## config.mk

```make
export PLATFORM = sky130hd
export DESIGN_NAME = led_status_arbiter
export DESIGN_NICKNAME = d
export VERILOG_FILES = /design/src/rtl/led_status_arbiter.sv
export SDC_FILE = /design/constraint.sdc
export NUM_CORES = 1
export LEC_CHECK = 0
export CAP_MARGIN = 30
export CELL_PAD_IN_SITES_DETAIL_PLACEMENT = 1
export CELL_PAD_IN_SITES_GLOBAL_PLACEMENT = 1
export CORE_MARGIN = 2
export CORE_UTILIZATION = 48
export DETAILED_ROUTE_END_ITERATION = 12
export PLACE_DENSITY_LB_ADDON = 0.08
export SLEW_MARGIN = 20
export SYNTH_ARGS = -nofsm -noshare
export SYNTH_HDL_FRONTEND = slang
export SYNTH_SLANG_ARGS = --single-unit
```

## constraint.sdc

```tcl
create_clock -name i_clk -period 3.4 [get_ports i_clk]
set_clock_uncertainty 0.1 [all_clocks]
set_input_delay 0.68 -clock i_clk [delete_from_list [all_inputs] [get_ports i_clk]]
set_output_delay 0.68 -clock i_clk [all_outputs]
set_load 0.005 [all_outputs]
```

## src/rtl/led_status_arbiter.sv

```systemverilog
// Four-requester priority arbiter for one shared status LED with minimum grant hold.
// Define LED_STATUS_ARB_PREEMPT_EN to let a higher-priority request take the grant without waiting for hold expiry.
module led_status_arbiter #(
   parameter int    CLK_FREQ_HZ = 125000000,
   parameter int    TICK_HZ     = 1000,
   parameter int    HOLD_TICKS  = 2000,
   parameter string IS_DEBUG    = "false"
) (
   input  logic        i_clk,
   input  logic        i_a_rst_n,
   input  logic [3:0]  i_req,
   input  logic [11:0] i_pattern,
   output logic        o_led,
   output logic [3:0]  o_grant,
   output logic        o_busy
);

   localparam int DIV = (IS_DEBUG == "true") ? 4 : (CLK_FREQ_HZ / TICK_HZ);
   localparam int PW  = (DIV > 1) ? $clog2(DIV) : 1;
   localparam int HW  = $clog2(HOLD_TICKS + 1);
   localparam logic [PW-1:0] PRESC_MAX = PW'(DIV - 1);
   localparam logic [HW-1:0] HOLD_MAX  = HW'(HOLD_TICKS);
   localparam logic [9:0]    PHASE_MAX = 10'd999;

`ifdef LED_STATUS_ARB_PREEMPT_EN
   localparam bit PREEMPT = 1'b1;
`else
   localparam bit PREEMPT = 1'b0;
`endif

   typedef enum logic {IDLE, ACTIVE} state_e;

   state_e        state_q, state_d;
   logic [PW-1:0] presc_q;
   logic [9:0]    phase_q, phase_d;
   logic [HW-1:0] hold_q, hold_d;
   logic [3:0]    grant_q, grant_d;
   logic          led_q, led_d;

   logic          tick;
   logic          ownerReq;
   logic          higherReq;
   logic          holdExpired;
   logic          grantChange;
   logic [2:0]    ownerPattern;

   function automatic logic [3:0] prioPick(input logic [3:0] r);
      return r & (~r + 4'd1);
   endfunction

   function automatic logic patternOn(input logic [2:0] code, input logic [9:0] phase);
      logic on;
      case (code)
         3'd1:    on = 1'b1;
         3'd2:    on = (phase < 10'd500);
         3'd3:    on = ((phase % 10'd200) < 10'd100);
         3'd4:    on = (phase < 10'd100) || ((phase >= 10'd200) && (phase < 10'd300));
         default: on = 1'b0;
      endcase
      return on;
   endfunction

   assign tick        = (presc_q == PRESC_MAX);
   assign ownerReq    = |(i_req & grant_q);
   // With a one-hot owner, grant-1 masks exactly the bits of higher priority.
   assign higherReq   = |(i_req & (grant_q - 4'd1));
   assign holdExpired = (hold_q == HOLD_MAX);

   always_comb begin
      grant_d = grant_q;
      case (state_q)
         IDLE:    grant_d = prioPick(i_req);
         ACTIVE: begin
            if (!ownerReq || (higherReq && (holdExpired || PREEMPT))) begin
               grant_d = prioPick(i_req);
            end
         end
         default: grant_d = 4'd0;
      endcase
   end

   assign state_d     = (grant_d != 4'd0) ? ACTIVE : IDLE;
   assign grantChange = (grant_d != grant_q);

   always_comb begin
      phase_d = phase_q;
      hold_d  = hold_q;
      if (grantChange) begin
         phase_d = 10'd0;
         hold_d  = '0;
      end else if (tick) begin
         phase_d = (phase_q == PHASE_MAX) ? 10'd0 : phase_q + 10'd1;
         if (hold_q != HOLD_MAX) begin
            hold_d = hold_q + HW'(1);
         end
      end
   end

   always_comb begin
      ownerPattern = 3'd0;
      case (grant_q)
         4'b0001: ownerPattern = i_pattern[2:0];
         4'b0010: ownerPattern = i_pattern[5:3];
         4'b0100: ownerPattern = i_pattern[8:6];
         4'b1000: ownerPattern = i_pattern[11:9];
         default: ownerPattern = 3'd0;
      endcase
   end

   // The LED follows the registered owner, so it trails o_grant by one cycle.
   assign led_d = patternOn(ownerPattern, phase_q);

   always_ff @(posedge i_clk or negedge i_a_rst_n) begin
      if (!i_a_rst_n) begin
         state_q <= IDLE;
         presc_q <= '0;
         phase_q <= 10'd0;
         hold_q  <= '0;
         grant_q <= 4'd0;
         led_q   <= 1'b0;
      end else begin
         state_q <= state_d;
         presc_q <= tick ? '0 : presc_q + PW'(1);
         phase_q <= phase_d;
         hold_q  <= hold_d;
         grant_q <= grant_d;
         led_q   <= led_d;
      end
   end

   assign o_grant = grant_q;
   assign o_led   = led_q;
   assign o_busy  = |grant_q;

endmodule
```

==> results.cfg <==
[run_status]
outcome = finished clean

[drt]
drt-total-wl_um = 7210
route.vias.total = 2544
dr.pass1.iters = 4
ant_nets = 0
drt_iter0_drc = 86
routed_via_density = 5.88
drcViolationCount = 0
wl_per_cell_um = 16.7

[critical_path]
crit_arrival_ps = 2880
cp_max_fo = 11
start_kind = flip-flop
r2r-start = presc_q[9]$_DFF_PN0_
path_class = reg -> reg
crit_required_ps = 3480
cp-end-kind = flip-flop
crit_start = presc_q[9]$_DFF_PN0_
r2r_slack_ps = 600

[synthesis]
synthCells = 338
synthArstFlopShare_pct = 100
avgSynthCellArea_sq_um = 8.72
synth.area.top_cells = dfrtp_1 37%, nor2_1 5.1%, xnor2_1 5.1%, xor2_1 4.5%, ha_1 3.8%
ys_types = 66
synth_top_family_by_area = simple AND/OR/NAND/NOR gates
yosys_warnings = 0
synth_seq_area_share_pct = 37.4
synth-compound-area-share_pct = 19.0
synthAdderAreaFrac_pct = 3.82
synth-simple-area-share_pct = 24.3
synth_edf_count = 0
synth_xor_area_share_pct = 9.51
synthMuxAreaShare_pct = 0.722
yosysTopAreaCell = dfrtp_1
synth-seq-cells = 44
synth.net_count = 365
ys_dominant_reg_cell = dfrtp_1
synth_top_area_share_pct = 37.4
netlist_area_sq_mm = 0.00295

[final_layout]
area_delta_synth_final_pct = 13.9
multi_input_area_sq_mm = 0.00169
final_common_cell = dfrtp_1
drive_gt1_share_pct = 8.10
most-common-layout-cells = 44 x dfrtp_1, 40 x nor2_1, 27 x nand2_1
seq_area_sq_mm = 0.00110
fill_cells = 697
fin_nets = 384
diodes = 0

[floorplan]
die_w_um = 82.4
ioPinCount = 24
die_h_um = 82.4
rows = 28
core_area_sq_mm = 0.00592
die_area_sq_mm = 0.00678
initial_utilization_pct = 49.8

[timing]
period_needed_ps = 2800
rsz0062_at_grt = no
setup_slack_ps = 599
final-setup-viol-count = 0
max_freq_mhz = 357
fin_crit_sh_pct = 82.4
relSlewSlack_pct = 53.2
final.setup.tns_ps = 0
tightest_slew_ps = 702
slew_viol_final = 0
timing_hold_violations_final = 0

[placement]
globalplace.congestion = 0.877
dpl.hpwl_um = 5110
dp_slack_ps = 619
port_buffers = 23

[cts]
holdBufCountCts = 0
clock_path_buffers = 2
clkTransAtPathRegs_ps = 80
htree_num_levels = 2
cts_buffers = 5
numClockSinks = 44
root_buffer = clkbuf_8
cts_tree = built
clock_latency_ps = 300
cts_resized = 0
cts_setup_buffers = 0

[pwr]
power.total_w = 0.00124
powerDensity_mw_per_mm2 = 369
ir_drop_mv = 0.233
power.leakage_nw = 1.38

[global_routing]
grt_pass1_vias = 2534
grt_start_max_net_pins = 45
grtUsageTotal_pct = 23.2
grt_pass1_wl_um = 12100
antenna_found_initial = 0
overflow = 0

[worst_hold_path]
hp-class = in -> async

[run]
cap_viol_max_count = 0
[routing by layer]
layer / track usage [%] / up-vias / routed length, um
li1: - / 1246 / -
met5: 0 / - / 0
met3: 2.93 / 11 / 118
met4: 7.00 / 0 / 120
met1: 30.2 / 1264 / 3350
met2: 40.2 / 23 / 3620
[state kept, by name, indices dropped and copies added (netlist names)]
| signal | count |
|---|---|
| hold_q | 11 |
| o_grant | 4 |
| phase_q | 10 |
| o_led | 1 |
| state_q | 1 |
| presc_q | 17 |
[logic make-up after synthesis]
kind of cell | count (synthesis)
simple gates | 136
compound gates | 80
flops | 44
buf+inv | 35
xor+xnor | 32
fa+ha+maj | 9
mux | 2
[per-stage QoR]
step                hold WS [ps]  instance area (sq um)  utilization (%)  instances
floorplan                    284                   2950                -        338
detailed placement           382                   3220             54.3        424
finish                       152                   3360             56.7        433
CTS                          398                   3340             56.4        432
global placement             370                   3220             54.3        424
global route                 152                   3360             56.7        433
[synthesized netlist by cell type, drive strengths merged, types with 5 or more instances]
master   n
a211oi   6
a21oi   20
a22oi    5
buf     11
clkbuf   6
dfrtp   44
ha       9
inv     18
nand2   28
nand3   15
nand4   10
nor2    40
nor2b    5
nor3    11
o21ai   16
or3      5
xnor2   17
xor2    15
[area by class of cell]
| cell class | count | share of cell area, % |
|---|---|---|
| inverter | 18 | 2.01 |
| clock inverter | 2 | 1.16 |
| sequential | 44 | 32.8 |
| timing repair buffer | 29 | 8.42 |
| clock buffer | 6 | 2.46 |
| multi-input combinational | 259 | 50.4 |
| tap | 75 | 2.80 |
[worst paths after layout]
check                                    endpoint  depth (start not counted)
setup / recovery           phase_q[8]$_DFFE_PN0P_                          7
hold / removal               presc_q[7]$_DFF_PN0_                          1
setup reg to reg           phase_q[8]$_DFFE_PN0P_                          7
hold reg to reg              presc_q[8]$_DFF_PN0_                          1
max in group asynchronous  phase_q[0]$_DFFE_PN0P_                          2
min in group i_clk           presc_q[8]$_DFF_PN0_                          1
[power breakdown]
| part | internal (W) | switching (W) |
|---|---|---|
| registers | 0.000538 | 0.0000210 |
| logic | 0.000124 | 0.000138 |
| clock network | 0.000240 | 0.000180 |
| total | 0.000902 | 0.000338 |
[worst max-delay path, stage by stage (launching register included)]
cell	delay (ps)
dfrtp_1	430
or4_4	540
nor4_4	660
nand3_1	220
or2_1	290
nor3_2	190
xnor2_1	180
nor2_1	60
Power figures use the tool's default switching activity.
